**config.mk**
```make
export PLATFORM = sky130hd
export DESIGN_NAME = joy_serial
export DESIGN_NICKNAME = d
export VERILOG_FILES = /design/src/rtl/joy_serial.sv
export SDC_FILE = /design/constraint.sdc
export NUM_CORES = 1
export LEC_CHECK = 0
export BUFFER_PORTS_ARGS = -buffer_cell sky130_fd_sc_hd__buf_4
export CAP_MARGIN = 20
export CORE_MARGIN = 1.5
export CORE_UTILIZATION = 61
export CTS_CLUSTER_SIZE = 24
export DETAILED_ROUTE_END_ITERATION = 7
export PLACE_DENSITY = 0.8
export SYNTH_ARGS = -nofsm -noshare
export SYNTH_HDL_FRONTEND = slang
export SYNTH_SLANG_ARGS = --single-unit
```
**constraint.sdc**
```tcl
create_clock -name clock -period 4.6 [get_ports clock]
set_clock_uncertainty 0.2 [all_clocks]
set_input_delay 0.92 -clock clock [delete_from_list [all_inputs] [get_ports clock]]
set_output_delay 0.92 -clock clock [all_outputs]
set_load 0.01 [all_outputs]
```
**src/rtl/joy_serial.sv**
```systemverilog
// Scans two DB9 joysticks through an external 74HC165-style shift chain and
// publishes debounced, active-high joystick words for the zx core.
//
// state | meaning
// IDLE  | wait PERIOD ticks between scans
// LOAD  | joyLd low for one tick to latch the chain's parallel inputs
// SHIFT | 16 bits, each bit is phase A (sample, raise joyCk) then phase B (lower joyCk)
// EVAL  | one clock: SOCD cleanup, two-frame agreement filter, output update
module joy_serial #(
    parameter int CKDIV  = 28,
    parameter int PERIOD = 2000,
    parameter bit SOCD   = 1'b1
) (
    input  logic       clock,
    input  logic       reset,
    output logic       joyCk,
    output logic       joyLd,
    input  logic       joyD,
    output logic [7:0] joy1,
    output logic [7:0] joy2,
    output logic       strb
);

    localparam int DIV_W = (CKDIV > 1) ? $clog2(CKDIV) : 1;
    localparam int PER_W = (PERIOD > 0) ? $clog2(PERIOD + 1) : 1;
    localparam logic [DIV_W-1:0] DIV_LAST = DIV_W'(CKDIV - 1);
    localparam logic [PER_W-1:0] PER_LAST = PER_W'(PERIOD - 1);

    typedef enum logic [1:0] {
        ST_IDLE,
        ST_LOAD,
        ST_SHIFT,
        ST_EVAL
    } state_t;

    state_t            state_q, state_d;
    logic [DIV_W-1:0]  div_q, div_d;
    logic [PER_W-1:0]  per_q, per_d;
    logic [3:0]        bit_q, bit_d;
    logic              phase_q, phase_d;
    logic [15:0]       sr_q, sr_d;
    logic [15:0]       prev_q, prev_d;
    logic              prev_valid_q, prev_valid_d;
    logic              ck_q, ck_d;
    logic              ld_q, ld_d;
    logic [7:0]        joy1_q, joy1_d;
    logic [7:0]        joy2_q, joy2_d;
    logic              strb_q, strb_d;

    logic              tick;
    logic [7:0]        map1, map2;
    logic [15:0]       mapped;

    // Opposing directions pressed together cancel: up/down are [3:2], left/right [1:0].
    function automatic logic [7:0] socd_fix(input logic [7:0] j);
        logic [7:0] r;
        r = j;
        if (SOCD) begin
            if (j[3] && j[2]) r[3:2] = 2'b00;
            if (j[1] && j[0]) r[1:0] = 2'b00;
        end
        return r;
    endfunction

    assign tick   = (div_q == DIV_LAST);
    assign map1   = socd_fix(~sr_q[15:8]);
    assign map2   = socd_fix(~sr_q[7:0]);
    assign mapped = {map1, map2};

    always_comb begin
        state_d      = state_q;
        div_d        = tick ? '0 : div_q + 1'b1;
        per_d        = per_q;
        bit_d        = bit_q;
        phase_d      = phase_q;
        sr_d         = sr_q;
        prev_d       = prev_q;
        prev_valid_d = prev_valid_q;
        ck_d         = ck_q;
        ld_d         = ld_q;
        joy1_d       = joy1_q;
        joy2_d       = joy2_q;
        strb_d       = 1'b0;

        case (state_q)
            ST_IDLE: begin
                if (tick) begin
                    if (per_q == PER_LAST) begin
                        per_d   = '0;
                        ld_d    = 1'b0;
                        state_d = ST_LOAD;
                    end else begin
                        per_d = per_q + 1'b1;
                    end
                end
            end
            ST_LOAD: begin
                if (tick) begin
                    ld_d    = 1'b1;
                    bit_d   = 4'd0;
                    phase_d = 1'b0;
                    state_d = ST_SHIFT;
                end
            end
            ST_SHIFT: begin
                if (tick) begin
                    if (!phase_q) begin
                        // The chain presents QH before each rising joyCk, so sample first.
                        sr_d    = {sr_q[14:0], joyD};
                        ck_d    = 1'b1;
                        phase_d = 1'b1;
                    end else begin
                        ck_d    = 1'b0;
                        phase_d = 1'b0;
                        if (bit_q == 4'd15) begin
                            state_d = ST_EVAL;
                        end else begin
                            bit_d = bit_q + 1'b1;
                        end
                    end
                end
            end
            ST_EVAL: begin
                if (prev_valid_q && (mapped == prev_q) && (mapped != {joy1_q, joy2_q})) begin
                    joy1_d = map1;
                    joy2_d = map2;
                    strb_d = 1'b1;
                end
                prev_d       = mapped;
                prev_valid_d = 1'b1;
                state_d      = ST_IDLE;
            end
            default: begin
                state_d = ST_IDLE;
            end
        endcase
    end

    always_ff @(posedge clock or posedge reset) begin
        if (reset) begin
            state_q      <= ST_IDLE;
            div_q        <= '0;
            per_q        <= '0;
            bit_q        <= 4'd0;
            phase_q      <= 1'b0;
            sr_q         <= 16'h0000;
            prev_q       <= 16'hFFFF;
            prev_valid_q <= 1'b0;
            ck_q         <= 1'b0;
            ld_q         <= 1'b1;
            joy1_q       <= 8'h00;
            joy2_q       <= 8'h00;
            strb_q       <= 1'b0;
        end else begin
            state_q      <= state_d;
            div_q        <= div_d;
            per_q        <= per_d;
            bit_q        <= bit_d;
            phase_q      <= phase_d;
            sr_q         <= sr_d;
            prev_q       <= prev_d;
            prev_valid_q <= prev_valid_d;
            ck_q         <= ck_d;
            ld_q         <= ld_d;
            joy1_q       <= joy1_d;
            joy2_q       <= joy2_d;
            strb_q       <= strb_d;
        end
    end

    assign joyCk = ck_q;
    assign joyLd = ld_q;
    assign joy1  = joy1_q;
    assign joy2  = joy2_q;
    assign strb  = strb_q;

endmodule

```
==> results of run 1 <==
-- metrics by stage --
| stage | area, um^2 | cells | util [%] | hold slack, ns |
|---|---|---|---|---|
| global route | 4240 | 445 | 70.8 | 0.295 |
| finish | 4240 | 445 | 70.8 | 0.272 |
| detailed placement | 4040 | 429 | 67.4 | 0.261 |
| floorplan | 3850 | 343 | - | 0.233 |
| global placement | 4040 | 429 | 67.4 | 0.254 |
| CTS | 4240 | 445 | 70.8 | 0.271 |
-- state kept, by name, summed over array words and instances (netlist names) --
name / count
div_q: 5
joy1: 8
joyLd: 1
prev_q: 16
joyCk: 1
prev_valid_q: 1
state_q: 2
joy2: 8
phase_q: 1
strb: 1
per_q: 11
sr_q: 16
bit_q: 4
-- power groups by stage --
stage	logic (mW)	registers, mW	clock network [mW]
finish	0.0141	0.660	0.518
global route	0.0171	0.659	0.558
CTS	0.0151	0.660	0.530
detailed placement	0.0150	0.672	0
global placement	0.0148	0.672	0
floorplan	0.00948	0.672	0
-- area by class of cell --
cell class / count / area, um^2 / share of cell area (%)
Clock buffer: 12 / 155 / 3.66
Sequential cell: 75 / 1900 / 44.8
Tap cell: 75 / 93.8 / 2.21
Inverter: 20 / 75.1 / 1.77
Timing Repair Buffer: 22 / 165 / 3.90
Clock inverter: 4 / 48.8 / 1.15
Multi-Input combinational cell: 237 / 1800 / 42.5
-- worst min path at each step --
stage                   start        end  depth (start not counted)
finish               div_q[0]   div_q[0]                          1
global route        prev_q[4]  prev_q[4]                          2
detailed placement   div_q[0]   div_q[0]                          1
global placement     div_q[0]   div_q[0]                          1
CTS                  div_q[0]   div_q[0]                          1
floorplan            div_q[0]   div_q[0]                          1
-- logic make-up after synthesis --
family / synth area share (%)
buffers and inverters: 3.90
AND/OR/NAND/NOR: 15.5
multiplexers: 13.7
flip-flops: 49.3
XOR/XNOR: 6.82
adder cells (fa/ha/maj): 2.60
AO/OA/AOI/OAI: 8.16
-- routing by layer --
| metal | routed length (um) | track usage [%] | vias up |
|---|---|---|---|
| li1 | - | - | 1255 |
| met3 | 295 | 4.95 | 12 |
| met2 | 3510 | 40.2 | 62 |
| met1 | 3170 | 29.2 | 1296 |
| met5 | 0 | 0 | - |
| met4 | 127 | 10.5 | 0 |
-- synth_stat cells, types with 6 or more instances --
| cell type | count |
|---|---|
| nor2_1 | 16 |
| a21oi_1 | 6 |
| ha_1 | 8 |
| xor2_1 | 20 |
| xnor2_1 | 10 |
| nand2_1 | 22 |
| mux2i_1 | 16 |
| mux2_2 | 30 |
| inv_1 | 20 |
| nor2b_1 | 12 |
| nand4_1 | 10 |
| dfstp_2 | 17 |
| o21ai_0 | 12 |
| nand3_1 | 13 |
| dfrtp_1 | 58 |
==> metrics, run 1 <==
P_sw=0.251 mW; worst skew pair latency=0.35 ns; Pleak=1.99 nW; Clock Power Share=43.5%; starting density of the core=64.3%; Syn. warnings=0; worst path cell trace=ha_1 -> nand3_1 -> a2111oi_2 -> o311a_1 -> mux2_2; full die area=6800 um^2; crit-path max FO=22; startpoint types=flop; first-pass GRT wire length=11.9 mm; Int Pwr=0.941 mW; Port Buffers=21; most frequent cells in the layout=58 x dfrtp_1, 30 x mux2_2, 22 x nand2_1, 22 x buf_4, 20 x xor2_1; DRC violations left=0; reg2reg end=joy1[0]; crit path time final=3.32 ns; Worst Setup Path Type=flop to flop; Max Cap Viol=0; HP Class=flop to flop; WP buf/inv=0; Num CTS Buffers=9; Mapped Avg Cell Area=11.2 um^2; DIE HEIGHT=82.5 um; row cnt=28; #FFs+latches synth=75; antenna cells=0; drt total wl=7.11 mm; PwrDens=281 nW/um^2; status=finished, final reports clean; Final Cycle Share=72.1%; routed vias/inst=5.90; largest net degree at the start of global routing=51; cts hold-fix bufs=0; CP Launch Point=state_q[1]; # fillers=447; cells after synthesis=343; Comb pwr share=1.2%; area leader, netlist=dfrtp_1; layout cell share with drive strength beyond 1=26.8%; f_max=0.301 GHz; DRT Pass-1 Iters=5; EDFF count, synth=0; Post-CTS Repair Setup Buffers=0; share of the synthesized area in the top cell type=37.7%; R2R Setup Slk=1.28 ns; Clock Root Buffer=clkbuf_8; pre-CTS setup slack=1.30 ns; Crit. path cell count=5; Worst Reg2Reg Path Length in Cells=5; Fin. Hold Viols=0; crit path max-delay cell type=o311a_1; Worst Tran Pin Value=0.957 ns; post-synth net total=354; GRT Overall Usage=23.8%; routed len/inst=16.0 um; RSZ-0062 raised after global routing=no; end of the critical path=joy1[0]; Area contributors post-synth=dfrtp_1 38%, dfstp_2 12%, mux2_2 8.8%, xor2_1 4.5%, mux2i_1 4.2%; CTS tree=yes; Slew HR=36.2%; Layout area overhead=10.1%; most common cell after layout, fill and taps aside=dfrtp_1; share of flip-flops with an asynchronous set or reset=100%; Ports=22; ys flop type=dfrtp_1; Post-CTS Resized=0; sequential share of the synthesized area=49.3%; nets=376; Largest stage delay, worst path=0.87 ns; worst setup margin=1.28 ns; Final ANT Viol Nets=0; Pins Over Slew Limit=0; number of DRC markers in iteration 0=145; WP data arrival=3.36 ns; CP top delay family=compound AO/OA/AOI/OAI gates; Fin Setup TNS=0 ns; switching share of power=21.1%; Synth cell types=51; worst vdd ir=0.000200 V; initial antenna violation count=0; r2r startpoint=state_q[1]; Final Power=1.19 mW; grt ovf=0; # clock sinks=75; detailed-route via count=2625; sequential share of power=55.4%; # H-tree levels=3; hpwl dp=4.86 mm; Clk pin slew, worst setup/hold paths=0.07 ns; Mapped Area=3850 um^2; WP data required=4.64 ns; vias in the first global route=2588; Final Wtd Congestion=0.852; Bufs on Longest Clock Path=2; # setup viols final=0; core area=5990 um^2; Worst setup EP type=flop; chip width=82.5 um
Note: power is estimated with default switching activity, not from simulation.
==> run 2: changes to the inputs <==
clock period = 3.19 ns   (was 4.6 ns; I/O delays follow)
==> run 2 against run 1 <==
Against the previous run:
- hold slack got worse by 0.10 ns
- die area unchanged
- register-to-register slack got worse by 0.81 ns
- via count down 1.3%
- critical path type unchanged
==> metrics, run 2 (synthesized netlist as in run 1, its figures left out) <==
Bufs on Longest Clock Path=2; Ports=22; crit-path max FO=11; worst path cell trace=nand2b_1 -> or3_1 -> a2111oi_2 -> o311a_1 -> buf_4 -> mux2i_1; chip width=82.5 um; grt ovf=0; layout cell share with drive strength beyond 1=27.2%; WP data required=3.25 ns; Largest regs=prev_q: 16 flops, sr_q: 16 flops, per_q: 11 flops; first-pass GRT wire length=11.5 mm; P_sw=0.344 mW; sequential share of power=55.1%; CTS tree=yes; hpwl dp=5.08 mm; vias in the first global route=2543; Final Cycle Share=85.3%; Port Buffers=21; HP Class=input port to asynchronous set/reset pin; cts hold-fix bufs=0; worst vdd ir=0.000293 V; initial antenna violation count=0; Clk pin slew, worst setup/hold paths=0.07 ns; Reg area=1900 um^2; Final Wtd Congestion=0.910; Largest stage delay, worst path=0.61 ns; # H-tree levels=3; drt total wl=7.10 mm; crit path max-delay cell type=o311a_1; Num CTS Buffers=9; Worst setup EP type=flop; Final Core Density=71.4%; startpoint types=flop; antenna cells=0; Worst Setup Path Type=flop to flop; f_max=0.368 GHz; crit path time final=2.72 ns; Worst Tran Pin Value=0.600 ns; Pins Over Slew Limit=0; nets=381; WP data arrival=2.78 ns; GRT Overall Usage=23.0%; worst skew pair latency=0.34 ns; switching share of power=19.9%; DRC violations left=0; multi-input logic area=1800 um^2; Comb pwr share=1.2%; Post-CTS Repair Setup Buffers=0; number of DRC markers in iteration 0=141; Int Pwr=1.38 mW; routed len/inst=15.8 um; Slew HR=59.9%; DIE HEIGHT=82.5 um; worst setup margin=0.470 ns; Crit. path cell count=6; Post-CTS Resized=0; Fin Setup TNS=0 ns; Fin. Hold Viols=0; most frequent cells in the layout=58 x dfrtp_1, 30 x mux2_2, 27 x buf_4; Pleak=2.01 nW; worst hold slack=0.170 ns; Worst Reg2Reg Path Length in Cells=6; core area=5990 um^2; WP buf/inv=1; starting density of the core=64.3%; Layout area overhead=11.1%; Final ANT Viol Nets=0; largest net degree at the start of global routing=31; Max Cap Viol=0; PwrDens=403 nW/um^2; Clock Root Buffer=clkbuf_8; row cnt=28; # clock sinks=75; Clock Power Share=43.7%; routed vias/inst=5.76; # setup viols final=0; pre-CTS setup slack=0.496 ns; RSZ-0062 raised after global routing=no; full die area=6800 um^2; CP top delay family=compound AO/OA/AOI/OAI gates; status=finished, final reports clean; detailed-route via count=2591; # fillers=451; DRT Pass-1 Iters=4; most common cell after layout, fill and taps aside=dfrtp_1
run 2: changes by cell type in the layout (fill, tap and decap cells not counted):
cell / previous run / this run
buf_4: 22 / 27
clkbuf_1: 1 / 3
clkinv_2: 2 / 0
clkbuf_8: 11 / 12
clkinv_4: 1 / 0
run 2: through the flow:
stage / cell area (um^2) / total power [mW] / instances
after global placement: 4070 / 0.991 / 434
after CTS: 4280 / 1.74 / 450
after global routing: 4280 / 1.78 / 450
after detailed placement: 4070 / 0.991 / 434
final: 4280 / 1.73 / 450
after floorplan: 3850 / 0.983 / 343
run 2: path summary, 6_finish.rpt:
| path | slack [ns] | endpoint | start |
|---|---|---|---|
| worst max-delay path | 0.47 | joy1[5] | sr_q[2] |
| worst min-delay path | 0.17 | state_q[1] | reset |
| worst max register to register | 0.47 | joy1[5] | sr_q[2] |
| worst min register to register | 0.27 | div_q[0] | div_q[0] |
| max in group asynchronous | 1.83 | prev_q[1] | reset |
| min in group clock | 0.27 | div_q[0] | div_q[0] |
run 2: metal layers:
| metal | vias to the layer above | global-route usage (%) | share of wire [%] |
|---|---|---|---|
| met2 | 41 | 40.0 | 52 |
| met3 | 15 | 4.40 | 2.5 |
| met1 | 1276 | 27.0 | 44 |
| met5 | - | 0 | 0 |
| li1 | 1259 | - | - |
| met4 | 0 | 11.4 | 2.1 |
run 2: final cells by class:
cell class	count	share of cell area, %
sequential	75	44.4
multi-input combinational	237	42.1
timing repair buffer	27	4.74
clock buffer	15	4.12
tap	75	2.19
inverter	20	1.75
clock inverter	1	0.702
run 2: power groups by stage:
stage / Combinational (mW) / Clock, mW / Sequential, mW
6_report: 0.0210 / 0.754 / 0.952
5_1_grt: 0.0256 / 0.805 / 0.951
4_1_cts: 0.0226 / 0.766 / 0.951
3_5_place_dp: 0.0225 / 0 / 0.969
3_3_place_gp: 0.0222 / 0 / 0.969
2_1_floorplan: 0.0137 / 0 / 0.969
run 2: worst register-to-register path, stage by stage, from the launching register on:
cell and delay (ns):
dfrtp_1 0.48, nand2b_1 0.21, or3_1 0.37, a2111oi_2 0.34
o311a_1 0.61, buf_4 0.25, mux2i_1 0.19
==> run 3: changes to the inputs <==
ABC_AREA = 1   (was default)
==> run 3 against run 2 <==
Against the previous run:
- power shrank 1.0%
- wire length grew 11%
- largest cell class unchanged
- global-route usage grew 3.0 points
- register-to-register slack gained 0.34 ns
- highest routed layer unchanged
- first-iteration DRC count grew 46%
- count of clock-buffer cells in the layout shrank 4
- flip-flop and latch count is the same
- fmax grew 14%
- synthesized cell count grew 43%
==> metrics, run 3 <==
WP data arrival=2.42 ns; nets=528; area leader, netlist=dfrtp_1; share of flip-flops with an asynchronous set or reset=100%; CP Launch Point=state_q[0]; multi-input logic area=1670 um^2; Clock Root Buffer=clkbuf_8; worst vdd ir=0.000347 V; Worst Setup Path Type=flop to flop; row cnt=28; startpoint types=flop; Pins Over Slew Limit=0; number of DRC markers in iteration 0=206; Port Buffers=21; cells after synthesis=492; DRC violations left=0; crit path time final=2.38 ns; CTS tree=yes; Final Cycle Share=74.6%; Largest stage delay, worst path=0.56 ns; ys flop type=dfrtp_1; # clock sinks=75; Reg area=1900 um^2; first-pass GRT wire length=13.0 mm; Synth cell types=33; Clk pin slew, worst setup/hold paths=0.08 ns; worst path cell trace=inv_1 -> ha_1 -> inv_1 -> nor2_1 -> nand2_1 -> o21ai_0; # fillers=464; Bufs on Longest Clock Path=2; PwrDens=399 nW/um^2; r2r startpoint=state_q[0]; Final Wtd Congestion=0.816; antenna cells=0; worst skew pair latency=0.35 ns; share of the synthesized area in the top cell type=37.7%; EDFF count, synth=0; most frequent cells in the layout=161 x nand2_1, 58 x dfrtp_1, 45 x inv_1; #FFs+latches synth=75; GRT Overall Usage=26.0%; RSZ-0062 raised after global routing=no; Pleak=2.08 nW; full die area=6800 um^2; Area contributors post-synth=dfrtp_1 38%, nand2_1 16%, dfstp_2 12%, o21ai_0 5.5%, inv_1 4.5%; vias in the first global route=2820; f_max=0.420 GHz; hpwl dp=5.54 mm; grt ovf=0; CP top delay family=simple AND/OR/NAND/NOR gates; Fin Setup TNS=0 ns; Post-CTS Repair Setup Buffers=0; Fin. Hold Viols=0; Worst setup EP type=flop; Slew HR=40.0%; Syn. warnings=0; HP Class=input port to asynchronous set/reset pin; cts hold-fix bufs=0; DIE HEIGHT=82.4 um; WP data required=3.23 ns; Num CTS Buffers=9; Max Cap Viol=0; Mapped Avg Cell Area=7.83 um^2; core area=5990 um^2; post-synth net total=503; # setup viols final=0; Post-CTS Resized=0; WP buf/inv=2; CP dominant cell by count=inv_1; count leader, synth=nand2_1; chip width=82.4 um; Worst Tran Pin Value=0.897 ns; initial antenna violation count=0; most common cell after layout, fill and taps aside=nand2_1; routed vias/inst=5.22; drt total wl=7.85 mm; crit path max-delay cell type=nand2_1; status=finished, final reports clean; DRT Pass-1 Iters=5; detailed-route via count=3115; Mapped Area=3850 um^2; starting density of the core=64.3%; sequential share of the synthesized area=49.3%; Ports=22; Final Core Density=71.4%; largest net degree at the start of global routing=37; Layout area overhead=11.1%; crit-path max FO=34; Largest regs=prev_q: 16 flops, sr_q: 16 flops, per_q: 11 flops; # H-tree levels=3; routed len/inst=13.2 um; layout cell share with drive strength beyond 1=19.5%; Final ANT Viol Nets=0; Post-synth top cells=161 x nand2_1, 58 x dfrtp_1, 46 x inv_1, 42 x o21ai_0, 38 x nor2_1
==> run 3: changes by cell type after synthesis, sizes merged, moves of 5 or more <==
| cell | previous run | this run |
|---|---|---|
| a21o | 5 | 0 |
| inv | 20 | 64 |
| mux2 | 32 | 0 |
| mux2i | 16 | 0 |
| nand2 | 22 | 176 |
| nand2b | 5 | 0 |
| nand3 | 13 | 30 |
| nor2 | 17 | 46 |
| nor2b | 12 | 0 |
| nor3 | 2 | 7 |
| nor4 | 5 | 0 |
| o21ai | 12 | 43 |
| xnor2 | 10 | 3 |
| xor2 | 20 | 6 |
==> run 3: layout make-up <==
class	count	area share, %
tap	75	2.19
multi-input combinational	344	38.9
clock inverter	5	1.23
inverter	64	5.62
sequential	75	44.4
clock buffer	11	3.31
timing repair buffer	23	4.33
==> run 3: per-layer routing <==
| layer | vias to the layer above | global-route usage, % | share of wire [%] |
|---|---|---|---|
| met1 | 1454 | 35.5 | 47 |
| met2 | 65 | 41.1 | 47 |
| met5 | - | 0 | 0 |
| met3 | 8 | 5.82 | 4.2 |
| li1 | 1588 | - | - |
| met4 | 0 | 8.47 | 1.2 |
==> run 3: power breakdown <==
group	total (mW)	internal [mW]	switching, mW
combinational	0.0280	0.00624	0.0217
clock	0.728	0.379	0.349
sequential	0.952	0.952	0.000500
==> run 3: metrics by stage <==
stage,hold WS [ns],instances,instance area (um^2),worst slack [ns],power [mW]
global route,0.204,597,4280,0.558,1.76
detailed placement,0.255,581,4080,0.860,1.00
global placement,0.245,581,4080,0.985,1.00
finish,0.158,597,4280,0.812,1.71
CTS,0.179,597,4280,0.811,1.72
floorplan,0.231,492,3850,0.470,0.987
==> run 3: cell families after synthesis <==
kind of cell    synth area share, %
buf+inv                        7.44
compound gates                 8.09
xor+xnor                       2.05
flops                          49.3
simple gates                   30.5
fa+ha+maj                      2.60
==> run 3: final timing paths <==
path | cells past startpoint | end | slack, ns
max in group asynchronous | 3 | prev_q[14] | 1.95
min | 2 | div_q[4] | 0.16
max reg2reg | 6 | sr_q[6] | 0.81
min in group clock | 2 | joyLd | 0.27
max | 6 | sr_q[6] | 0.81
min reg2reg | 2 | joyLd | 0.27
